===== src/rtl/fanout_fork_ctrl.sv =====
// ----------------------------------------------------------------------------
// fanout_fork_ctrl
//
// Eager-fork controller: broadcasts one producer token to up to NUM_OUT
// destinations. Each destination accepts the token exactly once. The producer
// is released (in_ready) only when every active destination has taken it.
//
// The active destination set is cfg_enable & cfg_sel while idle. It is
// snapshotted when a token goes partial, so configuration changes made
// mid-token only take effect for the next token.
//
// Ports
//   clk         clock
//   rst_n       synchronous active-low reset
//   clk_en      global clock enable; 0 freezes all state and blanks handshakes
//   flush       synchronous flush of the in-flight fork state (tok_count kept)
//   cfg_enable  per-destination configuration enable
//   cfg_sel     per-destination stream select
//   in_data     producer token
//   in_valid    producer valid
//   in_ready    token fully delivered; producer may advance
//   out_data    broadcast token (equal to in_data)
//   out_valid   per-destination valid
//   out_ready   per-destination ready
//   busy        fork partially delivered
//   tok_count   completed tokens, saturating at 32'hFFFF_FFFF
//   stall_count (FANOUT_FORK_STALL_CNT_EN only) one 16-bit saturating
//               counter per destination, counting valid-but-not-ready cycles
//
// Optional feature macro: FANOUT_FORK_STALL_CNT_EN
// ----------------------------------------------------------------------------
module fanout_fork_ctrl #(
    parameter int NUM_OUT = 9,
    parameter int DATA_W  = 17
) (
    input  logic                  clk,
    input  logic                  rst_n,
    input  logic                  clk_en,
    input  logic                  flush,
    input  logic [NUM_OUT-1:0]    cfg_enable,
    input  logic [NUM_OUT-1:0]    cfg_sel,
    input  logic [DATA_W-1:0]     in_data,
    input  logic                  in_valid,
    output logic                  in_ready,
    output logic [DATA_W-1:0]     out_data,
    output logic [NUM_OUT-1:0]    out_valid,
    input  logic [NUM_OUT-1:0]    out_ready,
    output logic                  busy,
    output logic [31:0]           tok_count
`ifdef FANOUT_FORK_STALL_CNT_EN
    ,
    output logic [NUM_OUT*16-1:0] stall_count
`endif
);

    localparam logic [0:0] S_IDLE    = 1'b0;
    localparam logic [0:0] S_PARTIAL = 1'b1;

    logic [0:0]         r_state;
    logic [NUM_OUT-1:0] r_sent;
    logic [NUM_OUT-1:0] r_mask;
    logic [31:0]        r_tok;

    logic [NUM_OUT-1:0] w_act;
    logic [NUM_OUT-1:0] w_pend;
    logic [NUM_OUT-1:0] w_fire;
    logic               w_done;
    logic               w_gate;
    logic [31:0]        w_tok_inc;

    // Handshakes are blanked in reset, during flush and while the clock is
    // disabled, so no destination can observe a transfer that is not recorded.
    assign w_gate    = clk_en & rst_n & ~flush;

    assign w_act     = (r_state == S_PARTIAL) ? r_mask : (cfg_enable & cfg_sel);
    assign w_pend    = w_act & ~r_sent;
    // A destination is satisfied if inactive, already served, or taking it now.
    assign w_done    = &(~w_act | r_sent | out_ready);

    assign out_valid = {NUM_OUT{in_valid & w_gate}} & w_pend;
    assign w_fire    = out_valid & out_ready;
    assign in_ready  = w_done & in_valid & w_gate;
    assign out_data  = in_data;
    assign busy      = (r_state == S_PARTIAL);
    assign tok_count = r_tok;

    assign w_tok_inc = (r_tok == 32'hFFFF_FFFF) ? r_tok : (r_tok + 32'd1);

    always_ff @(posedge clk) begin
        if (!rst_n) begin
            r_state <= S_IDLE;
            r_sent  <= '0;
            r_mask  <= '0;
            r_tok   <= '0;
        end else if (clk_en) begin
            if (flush) begin
                r_state <= S_IDLE;
                r_sent  <= '0;
                r_mask  <= '0;
            end else begin
                case (r_state)
                    S_IDLE: begin
                        if (in_valid) begin
                            if (w_done) begin
                                r_tok <= w_tok_inc;
                            end else begin
                                r_sent  <= w_fire;
                                r_mask  <= w_act;
                                r_state <= S_PARTIAL;
                            end
                        end
                    end
                    default: begin
                        // A producer that drops valid mid-token stalls the
                        // fork: nothing fires and the token cannot complete.
                        if (in_valid) begin
                            if (w_done) begin
                                r_sent  <= '0;
                                r_mask  <= '0;
                                r_tok   <= w_tok_inc;
                                r_state <= S_IDLE;
                            end else begin
                                r_sent <= r_sent | w_fire;
                            end
                        end
                    end
                endcase
            end
        end
    end

`ifdef FANOUT_FORK_STALL_CNT_EN
    logic [NUM_OUT-1:0][15:0] r_stall;

    // out_valid already carries clk_en and flush gating.
    always_ff @(posedge clk) begin
        if (!rst_n) begin
            r_stall <= '0;
        end else begin
            for (int unsigned i = 0; i < NUM_OUT; i++) begin
                if (out_valid[i] && !out_ready[i] && (r_stall[i] != 16'hFFFF)) begin
                    r_stall[i] <= r_stall[i] + 16'd1;
                end
            end
        end
    end

    assign stall_count = r_stall;
`endif

endmodule


===== config.mk =====
export PLATFORM = sky130hd
export DESIGN_NAME = fanout_fork_ctrl
export DESIGN_NICKNAME = d
export VERILOG_FILES = /design/src/rtl/fanout_fork_ctrl.sv
export SDC_FILE = /design/constraint.sdc
export NUM_CORES = 1
export LEC_CHECK = 0
export BUFFER_PORTS_ARGS = -buffer_cell sky130_fd_sc_hd__clkbuf_2
export CORE_MARGIN = 2
export CORE_UTILIZATION = 44
export DETAILED_ROUTE_END_ITERATION = 16
export PLACE_DENSITY = 0.76
export SLEW_MARGIN = 20
export SYNTH_ARGS = -nofsm -noshare
export SYNTH_HDL_FRONTEND = slang
export SYNTH_SLANG_ARGS = --single-unit

===== constraint.sdc =====
create_clock -name clk -period 2.2 [get_ports clk]
set_input_delay 0.22 -clock clk [delete_from_list [all_inputs] [get_ports clk]]
set_output_delay 0.22 -clock clk [all_outputs]
set_load 0.01 [all_outputs]

==> key figures <==
Timing
  – Clock Skew: 0.00966 ns
  – Tmin final: 2.29 ns
  – Worst Tran Pin Value: 0.529 ns
  – Fmax: 436 MHz
  – Final hold violations: 0
  – Setup-failing EPs final: 22
  – Worst setup margin: -0.0923 ns
  – Unrepaired setup endpoints after global routing: true
  – Slew Viols, Final: 0
  – Slew HR: 64.5%
  – Fin crit share: 104%

Clock tree
  – CTS Buf Count: 5
  – Clock Sinks: 51
  – Cts hold-fix bufs: 0
  – CTS HTree Levels: 2
  – Clock Path Buffers: 2
  – Clk root buf: clkbuf_8
  – Clock Latency Late Sink: 0.30 ns
  – CTS tree: built
  – Clk slew on worst S/H paths: 0.10 ns

Drt
  – Via count: 3,000
  – Drt drc: 0
  – DR pass1 iterations: 4
  – Post-DR vias/cell: 5.73
  – Total Wirelength: 8.15 mm
  – Antenna viol nets, final: 0
  – WL/cell: 15.5 um
  – Detailed Route Iter0 Violations: 183

Power and ir drop
  – Switch share: 24.1%
  – Sw Pwr: 0.000463 W
  – Leakage power: 1.63 nW
  – Worst vdd ir: 304 uV
  – Clk pwr share: 37.8%
  – PD cells: 507 nW/um^2
  – Combinational share of power: 13.5%
  – P_int: 0.00146 W
  – Seq pwr share: 48.7%

Placed design
  – Hpwl dp: 5.52 mm
  – Cells after DPL: 505
  – Routability Congestion: 0.803
  – Port Buffers: 74
  – Dpl ws: -0.0815 ns

Yosys
  – Post-synth EDFFs: 0
  – Top cell type's share of synthesized area: 36.0%
  – Count leader, synth: dfxtp_1
  – Synth Register Bits: 51
  – Post-synthesis async set-or-reset flop share: 0%
  – Count of cell types in the netlist: 45
  – Leading area contributor after synthesis: dfxtp_1
  – Mapped Area: 2830 um^2
  – Commonest cells post-synth: dfxtp_1, nand2_1, nand3_1
  – Post-Syn Area per Cell: 8.36 um^2
  – Register area share after synthesis: 36.0%
  – Post-Syn Nets: 389
  – Area contributors post-synth: dfxtp_1, nand3_1, buf_4, nand2_1, mux2i_1
  – Synth Flop Type: dfxtp_1
  – Yosys warning count: 0
  – Syn Inst Count: 339

Hold path
  – Worst Hold Class: primary input to flop
  – Hold_sp: cfg_sel[2]
  – Hold Path Depth: 3
  – WHS Endpoint: r_mask[2]

Run
  – Max-Cap Viols: 0

GRT
  – All-Layer GR Usage: 22.5%
  – First-pass GRT wire length: 13.2 mm
  – Largest net degree at the start of global routing: 29
  – GRT met3 Usage: 4.52%
  – Met1 usage: 27.7%
  – Grt peak-use layer: met2
  – Grt ovf: 0
  – Met2 Track Usage GR: 38.4%
  – Initial antenna violation count: 0
  – Vias in the first global route: 2,902

Setup path
  – CP cell instances: buf_6, nand3b_1, a211oi_2, a2111oi_4, buf_4, buf_4, and4_4, a2111oi_4, and2_4, buf_6, a32o_1
  – Crit path largest cell delay: 0.38 ns
  – Critical Path AT: 2.54 ns
  – Slowest stage cell, crit path: dfxtp_4
  – Required @ worst endpoint: 2.45 ns
  – Worst path bufs/invs: 4
  – Worst r2r src: busy
  – Worst setup SP type: flop
  – Critical path capture point type: flop
  – FF-to-FF End: r_sent[8]
  – R2R depth: 11
  – CP delay by family, top: compound AO/OA/AOI/OAI gates
  – CP max FO: 6
  – Setup Crit Path Kind: flop to flop
  – R2R Setup Slk: -0.09 ns

Floorplanning
  – Die X: 84.2 um
  – Die area: 7100 um^2
  – Die Y-Extent: 84.2 um
  – Core Rows: 29
  – Total core area: 6280 um^2
  – I/O Pins: 109
  – Initial Util: 45.1%

Final layout
  – Fill cells: 515
  – Ratio of cells with drive above 1 in the final layout: 39.1%
  – Post-Layout Cell Count: 524
  – Layout area overhead: 33.7%
  – Final nets: 496
  – Antenna cells: 0

Status
  – Failing checks: setup timing
  – Status: finished, violations left
[sequential cells by signal, indices dropped and copies added, names as in the netlist]
| name | cells |
|---|---|
| tok_count | 32 |
| r_mask | 9 |
| r_sent | 9 |
| busy | 1 |
[cell type report]
type | instances | area (um^2) | share of cell area [%]
Multi-Input combinational cell | 254 | 1710 | 45.2
Clock buffer | 7 | 97.6 | 2.58
Tap cell | 77 | 96.3 | 2.54
Clock inverter | 1 | 30.0 | 0.793
Inverter | 4 | 15.0 | 0.396
Sequential cell | 51 | 1020 | 27.0
Timing Repair Buffer | 130 | 813 | 21.5
[worst min-delay path: stages]
cell      delay, ns
clkbuf_2       0.09
nand3_1        0.05
o21ai_0        0.06
[metrics by stage]
stage | hold WS [ns] | util, % | TNS [ns] | power, W | instance area, um^2
after global placement | 0.440 | 55.4 | 0 | 0.00116 | 3480
after floorplan | 0.364 | - | -0.425 | 0.00110 | 2860
after detailed placement | 0.440 | 55.4 | -1.04 | 0.00117 | 3480
after global routing | 0.171 | 60.4 | -4.57 | 0.00199 | 3790
final | 0.156 | 60.4 | -1.22 | 0.00192 | 3790
after CTS | 0.154 | 59.2 | 0 | 0.00192 | 3710
[kinds of logic after synthesis]
kind of cell	Yosys count	synth area share, %
buf+inv	36	8.08
xor+xnor	5	1.55
flops	51	36.0
fa+ha+maj	1	0.442
simple gates	168	32.9
compound gates	65	16.4
mux	13	4.59
[worst max path at each step]
stage          startpoint       endpoint  depth (start not counted)
2_1_floorplan        busy  tok_count[29]                         10
3_3_place_gp         busy  tok_count[25]                          8
3_5_place_dp         busy  tok_count[25]                          8
4_1_cts              busy      r_sent[5]                         11
5_1_grt              busy  tok_count[18]                         11
6_report             busy      r_sent[8]                         11
[power by group through the flow]
stage / Combinational [W] / Sequential (W) / Clock (W)
3_3_place_gp: 0.000204 / 0.000957 / 0
5_1_grt: 0.000279 / 0.000937 / 0.000778
3_5_place_dp: 0.000210 / 0.000958 / 0
4_1_cts: 0.000242 / 0.000935 / 0.000740
2_1_floorplan: 0.000149 / 0.000956 / 0
6_report: 0.000259 / 0.000936 / 0.000726
[layer usage]
| layer | up-vias | part of all wire (%) |
|---|---|---|
| met1 | 1402 | 40 |
| met4 | 0 | 2.4 |
| met5 | - | 0 |
| met3 | 22 | 8.1 |
| li1 | 1434 | - |
| met2 | 142 | 49 |
[timing repair]
| item | 4_1_cts | 5_1_grt |
|---|---|---|
| setup buffers | 9 | 2 |
| pin swaps | 13 | 11 |
| cloned | 2 | 1 |
| endpoints found under the setup margin | 30 | 50 |
| resized for setup | 19 | 16 |
[cells in the final DEF, fill, tap and decap left out, drive strengths merged, types with 8 or more instances in the layout]
cell type,count
clkbuf,80
mux2i,13
nand4,9
or3,15
and3,8
buf,57
dfxtp,51
nand2,35
nor3,10
a21oi,20
nand3,30
nand3b,9
nor2,17
nand2b,13
a32o,9
o21ai,24
Note: power is estimated with default switching activity, not from simulation.
